### src/rtl/muldiv_sequencer_if.sv
// Decoder <-> multiply/divide sequencer bus: operation request, MTHI/MTLO writes,
// pipeline stall handshake and the HI/LO result registers.
interface muldiv_sequencer_if #(parameter int WIDTH = 32);
    logic             start;
    logic [1:0]       op;
    logic [WIDTH-1:0] operand_a;
    logic [WIDTH-1:0] operand_b;
    logic             flush;
    logic             hi_we;
    logic             lo_we;
    logic [WIDTH-1:0] wr_data;
    logic             busy;
    logic             stall;
    logic             done;
    logic             div_by_zero;
    logic [WIDTH-1:0] hi;
    logic [WIDTH-1:0] lo;

    modport master (
        output start, op, operand_a, operand_b, flush, hi_we, lo_we, wr_data,
        input  busy, stall, done, div_by_zero, hi, lo
    );

    modport slave (
        input  start, op, operand_a, operand_b, flush, hi_we, lo_we, wr_data,
        output busy, stall, done, div_by_zero, hi, lo
    );
endinterface

### src/rtl/muldiv_sequencer.sv
// Iterative one-bit-per-cycle multiply/divide sequencer owning the HI/LO pair.
// Define MULDIV_SIGNED_EN to make MULT/DIV signed; otherwise they run as MULTU/DIVU.
module muldiv_sequencer #(
    parameter int WIDTH = 32
) (
    input logic               clk,
    input logic               reset,
    muldiv_sequencer_if.slave bus
);
    localparam int CW = $clog2(WIDTH + 1);

    typedef enum logic [2:0] {IDLE, PREP, RUN, FIX, DONE} state_t;

    state_t           state;
    logic [CW-1:0]    count;
    logic             is_div;
    logic [WIDTH-1:0] a_q;
    logic [WIDTH-1:0] b_q;
    logic [WIDTH-1:0] addend;
    logic [WIDTH-1:0] acc_hi;
    logic [WIDTH-1:0] acc_lo;
    logic             neg_res;
    logic             neg_rem;
    logic             dbz;
    logic             busy_q;
    logic             done_q;
    logic             dbz_q;
    logic [WIDTH-1:0] hi_q;
    logic [WIDTH-1:0] lo_q;
    logic             signed_op;

`ifdef MULDIV_SIGNED_EN
    logic signed_q;
    assign signed_op = signed_q;
`else
    logic unused_op_bit;
    assign unused_op_bit = bus.op[0];
    assign signed_op     = 1'b0;
`endif

    logic             a_neg;
    logic             b_neg;
    logic [WIDTH-1:0] mag_a;
    logic [WIDTH-1:0] mag_b;

    assign a_neg = signed_op & a_q[WIDTH-1];
    assign b_neg = signed_op & b_q[WIDTH-1];
    assign mag_a = a_neg ? -a_q : a_q;
    assign mag_b = b_neg ? -b_q : b_q;

    // Multiply step: multiplier sits in acc_lo and is consumed LSB first while
    // the product shifts right into it.
    logic [WIDTH-1:0] mul_add;
    logic [WIDTH:0]   mul_sum;

    assign mul_add = acc_lo[0] ? addend : '0;
    assign mul_sum = {1'b0, acc_hi} + {1'b0, mul_add};

    // Restoring divide step: the shifted partial remainder is WIDTH+1 bits; after
    // a successful subtract the result always fits back into WIDTH bits.
    logic [WIDTH:0]   div_shift;
    logic             div_ge;
    logic [WIDTH-1:0] div_sub;

    assign div_shift = {acc_hi, acc_lo[WIDTH-1]};
    assign div_ge    = (div_shift >= {1'b0, addend});
    assign div_sub   = div_shift[WIDTH-1:0] - addend;

    logic [2*WIDTH-1:0] prod;
    logic [2*WIDTH-1:0] prod_fixed;
    logic [WIDTH-1:0]   quo_fixed;
    logic [WIDTH-1:0]   rem_fixed;

    assign prod       = {acc_hi, acc_lo};
    assign prod_fixed = neg_res ? -prod : prod;
    assign quo_fixed  = neg_res ? -acc_lo : acc_lo;
    assign rem_fixed  = neg_rem ? -acc_hi : acc_hi;

    assign bus.busy        = busy_q;
    assign bus.stall       = busy_q | (bus.start & ((state == IDLE) || (state == DONE)));
    assign bus.done        = done_q;
    assign bus.div_by_zero = dbz_q;
    assign bus.hi          = hi_q;
    assign bus.lo          = lo_q;

    // Flush during PREP/RUN/FIX drops the operation with HI/LO untouched; in
    // IDLE/DONE it only squashes a coincident start.
    always_ff @(posedge clk) begin
        if (reset) begin
            state   <= IDLE;
            count   <= '0;
            is_div  <= 1'b0;
            a_q     <= '0;
            b_q     <= '0;
            addend  <= '0;
            acc_hi  <= '0;
            acc_lo  <= '0;
            neg_res <= 1'b0;
            neg_rem <= 1'b0;
            dbz     <= 1'b0;
            busy_q  <= 1'b0;
            done_q  <= 1'b0;
            dbz_q   <= 1'b0;
            hi_q    <= '0;
            lo_q    <= '0;
`ifdef MULDIV_SIGNED_EN
            signed_q <= 1'b0;
`endif
        end else begin
            done_q <= 1'b0;
            dbz_q  <= 1'b0;
            case (state)
                IDLE, DONE: begin
                    if (bus.hi_we) hi_q <= bus.wr_data;
                    if (bus.lo_we) lo_q <= bus.wr_data;
                    if (bus.start && !bus.flush) begin
                        is_div <= bus.op[1];
                        a_q    <= bus.operand_a;
                        b_q    <= bus.operand_b;
`ifdef MULDIV_SIGNED_EN
                        signed_q <= bus.op[0];
`endif
                        busy_q <= 1'b1;
                        state  <= PREP;
                    end else begin
                        state <= IDLE;
                    end
                end
                PREP: begin
                    if (bus.flush) begin
                        busy_q <= 1'b0;
                        state  <= IDLE;
                    end else begin
                        neg_res <= a_neg ^ b_neg;
                        neg_rem <= a_neg;
                        dbz     <= is_div && (b_q == '0);
                        acc_hi  <= '0;
                        acc_lo  <= is_div ? mag_a : mag_b;
                        addend  <= is_div ? mag_b : mag_a;
                        count   <= CW'(WIDTH);
                        state   <= RUN;
                    end
                end
                RUN: begin
                    if (bus.flush) begin
                        busy_q <= 1'b0;
                        state  <= IDLE;
                    end else begin
                        if (is_div) begin
                            acc_hi <= div_ge ? div_sub : div_shift[WIDTH-1:0];
                            acc_lo <= {acc_lo[WIDTH-2:0], div_ge};
                        end else begin
                            acc_hi <= mul_sum[WIDTH:1];
                            acc_lo <= {mul_sum[0], acc_lo[WIDTH-1:1]};
                        end
                        count <= count - 1'b1;
                        if (count == CW'(1)) state <= FIX;
                    end
                end
                FIX: begin
                    busy_q <= 1'b0;
                    if (bus.flush) begin
                        state <= IDLE;
                    end else begin
                        if (is_div) begin
                            hi_q <= rem_fixed;
                            lo_q <= quo_fixed;
                        end else begin
                            hi_q <= prod_fixed[2*WIDTH-1:WIDTH];
                            lo_q <= prod_fixed[WIDTH-1:0];
                        end
                        done_q <= 1'b1;
                        dbz_q  <= dbz;
                        state  <= DONE;
                    end
                end
                default: begin
                    busy_q <= 1'b0;
                    state  <= IDLE;
                end
            endcase
        end
    end
endmodule
### src/flat_wrapper.sv
// flat-port wrapper written by rule: the top's interface ports become plain ports
module muldiv_sequencer_flat 
#(
    parameter int WIDTH = 32
)
  (clk, reset, bus_start, bus_op, bus_operand_a, bus_operand_b, bus_flush, bus_hi_we, bus_lo_we, bus_wr_data, bus_busy, bus_stall, bus_done, bus_div_by_zero, bus_hi, bus_lo);
  muldiv_sequencer_if #(.WIDTH(WIDTH)) bus_i ();
  input logic clk;
  input logic reset;
  input wire logic [$bits(bus_i.start)-1:0] bus_start;
  input wire logic [$bits(bus_i.op)-1:0] bus_op;
  input wire logic [$bits(bus_i.operand_a)-1:0] bus_operand_a;
  input wire logic [$bits(bus_i.operand_b)-1:0] bus_operand_b;
  input wire logic [$bits(bus_i.flush)-1:0] bus_flush;
  input wire logic [$bits(bus_i.hi_we)-1:0] bus_hi_we;
  input wire logic [$bits(bus_i.lo_we)-1:0] bus_lo_we;
  input wire logic [$bits(bus_i.wr_data)-1:0] bus_wr_data;
  output wire logic [$bits(bus_i.busy)-1:0] bus_busy;
  output wire logic [$bits(bus_i.stall)-1:0] bus_stall;
  output wire logic [$bits(bus_i.done)-1:0] bus_done;
  output wire logic [$bits(bus_i.div_by_zero)-1:0] bus_div_by_zero;
  output wire logic [$bits(bus_i.hi)-1:0] bus_hi;
  output wire logic [$bits(bus_i.lo)-1:0] bus_lo;
  assign bus_i.start = bus_start;
  assign bus_i.op = bus_op;
  assign bus_i.operand_a = bus_operand_a;
  assign bus_i.operand_b = bus_operand_b;
  assign bus_i.flush = bus_flush;
  assign bus_i.hi_we = bus_hi_we;
  assign bus_i.lo_we = bus_lo_we;
  assign bus_i.wr_data = bus_wr_data;
  assign bus_busy = bus_i.busy;
  assign bus_stall = bus_i.stall;
  assign bus_done = bus_i.done;
  assign bus_div_by_zero = bus_i.div_by_zero;
  assign bus_hi = bus_i.hi;
  assign bus_lo = bus_i.lo;
  muldiv_sequencer #(.WIDTH(WIDTH)) u_core (.clk(clk), .reset(reset), .bus(bus_i));
endmodule
### config.mk
export PLATFORM = sky130hd
export DESIGN_NAME = muldiv_sequencer_flat
export DESIGN_NICKNAME = d
export VERILOG_FILES = /design/src/rtl/muldiv_sequencer_if.sv /design/src/rtl/muldiv_sequencer.sv /design/src/flat_wrapper.sv
export SDC_FILE = /design/constraint.sdc
export NUM_CORES = 1
export LEC_CHECK = 0
export CAP_MARGIN = 0
export CORE_ASPECT_RATIO = 1.25
export CORE_MARGIN = 10
export CORE_UTILIZATION = 57
export DETAILED_ROUTE_END_ITERATION = 16
export PLACE_DENSITY_LB_ADDON = 0.1
export SLEW_MARGIN = 5
export SYNTH_ARGS = -nofsm -noshare
export SYNTH_HDL_FRONTEND = slang
export SYNTH_SLANG_ARGS = --single-unit
### constraint.sdc
create_clock -name clk -period 3.17 [get_ports clk]
set_input_delay 0.317 -clock clk [delete_from_list [all_inputs] [get_ports clk]]
set_output_delay 0.317 -clock clk [all_outputs]
set_load 0.005 [all_outputs]
==> results of run 1 <==
[final cells by class]
class / instances / area share [%]
Timing Repair Buffer: 265 / 14.3
Clock buffer: 36 / 4.24
Sequential cell: 238 / 27.4
Multi-Input combinational cell: 1342 / 49.8
Inverter: 60 / 1.31
Clock inverter: 8 / 0.539
Tap cell: 325 / 2.34
Antenna cell: 1 / 0.0144
[worst paths after layout]
check / slack, ns / cells past startpoint / from / to
setup / recovery: 0.09 / 11 / u_core.addend[1] / u_core.acc_hi[13]
hold / removal: 0.14 / 2 / reset / u_core.a_q[20]
setup reg to reg: 0.09 / 11 / u_core.addend[1] / u_core.acc_hi[13]
hold reg to reg: 0.47 / 2 / u_core.a_q[11] / u_core.a_q[11]
[per-stage QoR]
| stage | TNS (ns) | instance area (µm²) | util (%) | instances |
|---|---|---|---|---|
| finish | 0 | 17400 | 72.9 | 2275 |
| global route | -0.0507 | 17400 | 72.9 | 2275 |
| CTS | 0 | 17200 | 72.0 | 2263 |
| detailed placement | 0 | 16400 | 68.6 | 2219 |
| global placement | 0 | 16400 | 68.6 | 2219 |
| floorplan | 0 | 13900 | - | 1750 |
[registers in the layout, summed over array words and instances (netlist names)]
signal	flops
u_core.acc_lo	32
u_core.bus.lo	32
u_core.dbz	1
u_core.state	3
u_core.bus.hi	32
u_core.is_div	1
u_core.acc_hi	32
u_core.bus.busy	1
u_core.addend	32
u_core.b_q	32
u_core.bus.done	1
u_core.a_q	32
u_core.count	6
u_core.bus.div_by_zero	1
[metal layers]
metal  up-vias  global-route usage [%]
met5         -                       0
met4         0                    8.59
met3        82                    3.57
met2       489                    43.3
met1      6394                    36.8
li1       6642                       -
[power breakdown]
part	switching [W]	total [W]	internal, W
clock network	0.00124	0.00301	0.00177
logic	0.000814	0.00159	0.000781
registers	0.000115	0.00324	0.00313
[timing repair]
| action | in CTS | in global routing |
|---|---|---|
| buffers inserted | 0 | 10 |
| resized for setup | 0 | 30 |
| endpoints found under the setup margin | 0 | 20 |
[synth_stat cells, types with 9 or more instances]
| master | count | area, µm² |
|---|---|---|
| dfxtp_1 | 238 | 4760 |
| nand2_1 | 218 | 818 |
| nor2_1 | 210 | 788 |
| a21oi_1 | 206 | 1030 |
| a211oi_1 | 104 | 781 |
| clkbuf_1 | 92 | 345 |
| and2_1 | 73 | 457 |
| o21ai_0 | 68 | 340 |
| ha_1 | 66 | 826 |
| inv_1 | 59 | 221 |
| mux2i_1 | 53 | 531 |
| nor3_1 | 39 | 195 |
| xnor2_1 | 37 | 324 |
| a21o_1 | 29 | 218 |
| mux4_2 | 26 | 586 |
| o211ai_1 | 14 | 105 |
| xor2_1 | 14 | 123 |
| a22oi_1 | 11 | 82.6 |
| buf_1 | 11 | 41.3 |
| nand3_1 | 11 | 55.1 |
| nor4_1 | 11 | 68.8 |
| o21bai_1 | 11 | 82.6 |
| a31oi_1 | 10 | 62.6 |
| nand4_1 | 10 | 62.6 |
| o21a_1 | 9 | 67.6 |
[cells by family (layout without fill, tap and decap cells)]
| family | count (synthesis) | after routing |
|---|---|---|
| compound gates | 533 | 533 |
| simple gates | 611 | 611 |
| buf+inv | 170 | 369 |
| flops | 238 | 238 |
| fa+ha+maj | 68 | 68 |
| other cells | 0 | 1 |
| mux | 79 | 79 |
| xor+xnor | 51 | 51 |
==> summary.md, run 1 <==
| Metric | Value |
|---|---|
| Outcome | `complete, no violations` |
| Synth Cell Area | `13900 µm²` |
| Commonest non-fill, non-tap cell in the layout | `dfxtp_1` |
| Ys async rst share | `0%` |
| WP buf/inv | `2` |
| Chip height | `between 150 and 200 µm` |
| CTS Buf Count | `25` |
| Max capacitance violation total | `0` |
| FILL cells | `roughly 1900` |
| HPWL Detailed | `33.5 mm` |
| Worst path slowest cell | `o31a_1` |
| Critical Path AT | `around 3.5 ns` |
| Multi-input logic area | `between 8000 and 9000 µm²` |
| Post-route minimum period | `3.08 ns` |
| Wl on met1 | `roughly 20 mm` |
| Portion of netlist area occupied by mux cells | `around 8.0%` |
| Clk sink count | `238` |
| Compound-cell area share of the yosys netlist | `24.3%` |
| Main combinational cell family by area after synthesis | `compound AO/OA/AOI/OAI gates` |
| Pre-Repair DR Iteration Count | `6` |
| Gr usage total | `around 27%` |
| Area grow syn2layout | `24.9%` |
| Number of global-route vias before repair | `between 10000 and 15000` |
| Crit-path max FO | `15` |
| DRT iter0 DRCs | `roughly 1300` |
| Clk Latency, worst-skew pair | `0.53 ns` |
| Met2 wire length | `about 21 mm` |
| Area share of fa/ha/maj cells after synthesis | `under 10%` |
| DR top layer | `met4` |
| Largest net degree at the start of global routing | `approximately 100` |
| Placer Congestion | `0.941` |
| Setup crit start kind | `flop` |
| Number of synthesized flops with an enable pin | `0` |
| XOR/XNOR Fraction of Synth Area | `around 3.2%` |
| Relative slew slack | `46.0%` |
| Syn Nets | `about 1900` |
| Buffers on Ports | `between 150 and 200` |
| Synthesized flop and latch total | `roughly 240` |
| Unrepaired setup endpoints after global routing | `true` |
| PD cells | `approximately 450 nW/µm²` |
| Average wire per standard cell | `approximately 20 µm` |
| Power Total | `0.00785 W` |
| CTS tree | `done` |
| Reg area | `~4800 µm²` |
| Initial antenna violation count | `1` |
| DRC errors left | `0` |
| # IOs | `around 170` |
| Unique masters post-synth | `67` |
| Initial Util | `just under 60%` |
| Cell breakdown of the critical path | `inv_1 > ha_1 > nor2b_1 > o31a_1 > o31a_1 > o2111a_1 > o31ai_4 > buf_12 > nor2_1 > a221oi_1 > a22oi_1` |
| Leakage power | `6.73 nW` |
| Cells after synthesis | `1750` |
| Reg clk slew, reported paths | `approximately 0.060 ns` |
| Final setup fails | `0` |
| Period utilization | `between 90% and 100%` |
| Tightest hold margin | `around 0.14 ns` |
| Max frequency | `between 300 and 400 MHz` |
| # rows | `between 60 and 70` |
| Core area | `approximately 24000 µm²` |
| CP max stage delay | `~0.38 ns` |
| Routed met3 length | `3.01 mm` |
| Max-slew violation count | `0` |
| Final Hold Fails | `0` |
| First-pass GRT wire length | `69.5 mm` |
| Layout cell share with drive strength beyond 1 | `10.4%` |
| Die X | `~160 µm` |
| Setup WS post-layout | `0.0941 ns` |
| CP top delay family | `compound AO/OA/AOI/OAI gates` |
| Kind of critical path | `flop to flop` |
| Fin nets | `roughly 2100` |
| VDD IR max | `between 0.3 and 0.4 mV` |
| Critical Path RT | `3.57 ns` |
| Total grt overflow | `0` |
| Clock skew | `0.00846 ns` |
| Crit end category | `flop` |
| Sequential fraction of the synthesis area | `between 30% and 40%` |
| Yosys warnings | `0` |
| Htree depth | `1` |
| HP Class | `primary input to flop` |
| DRT antenna net count | `0` |
| WL final | `about 45 mm` |
| Most frequent cell on the critical path | `o31a_1` |
| Deepest clock path buffer count | `3` |
| Commonest non-fill, non-tap cells in the layout | `231 x dfxtp_1, 217 x nand2_1, 208 x nor2_1, 204 x a21oi_1, 169 x clkdlybuf4s50_1` |
| Post-Syn Area per Cell | `~8.0 µm²` |
| Pre-CTS WS | `0.0354 ns` |
| Via count | `about 14000` |
| Root Buffer | `clkbuf_16` |
| Synth Area in Simple Gates | `between 10% and 20%` |
| Least-Margin Pin Slew | `slightly above 0.8 ns` |
| Die ar. | `approximately 31000 µm²` |
| Vias per inst | `~6.0` |
| Prevailing post-synth register cell | `dfxtp_1` |
| Hold buffers post-CTS | `0` |
Note: power is estimated with default switching activity, not from simulation.
==> inputs of run 2 (changes only) <==
--- a/config.mk
+++ b/config.mk
@@ -10,8 +10,9 @@
 export CORE_MARGIN = 10
 export CORE_UTILIZATION = 57
 export DETAILED_ROUTE_END_ITERATION = 16
+export HOLD_SLACK_MARGIN = 0.1
 export PLACE_DENSITY_LB_ADDON = 0.1
-export SLEW_MARGIN = 5
+export SLEW_MARGIN = 15
 export SYNTH_ARGS = -nofsm -noshare
 export SYNTH_HDL_FRONTEND = slang
 export SYNTH_SLANG_ARGS = --single-unit
==> results of run 2 <==
The final DEF is identical to that of run 1; final timing and power are the same.
==> inputs of run 3 (changes only) <==
--- a/config.mk
+++ b/config.mk
@@ -16,3 +16,4 @@
 export SYNTH_ARGS = -nofsm -noshare
 export SYNTH_HDL_FRONTEND = slang
 export SYNTH_SLANG_ARGS = --single-unit
+export TNS_END_PERCENT = 100
==> results of run 3 <==
The final DEF is identical to that of run 1; final timing and power are the same.
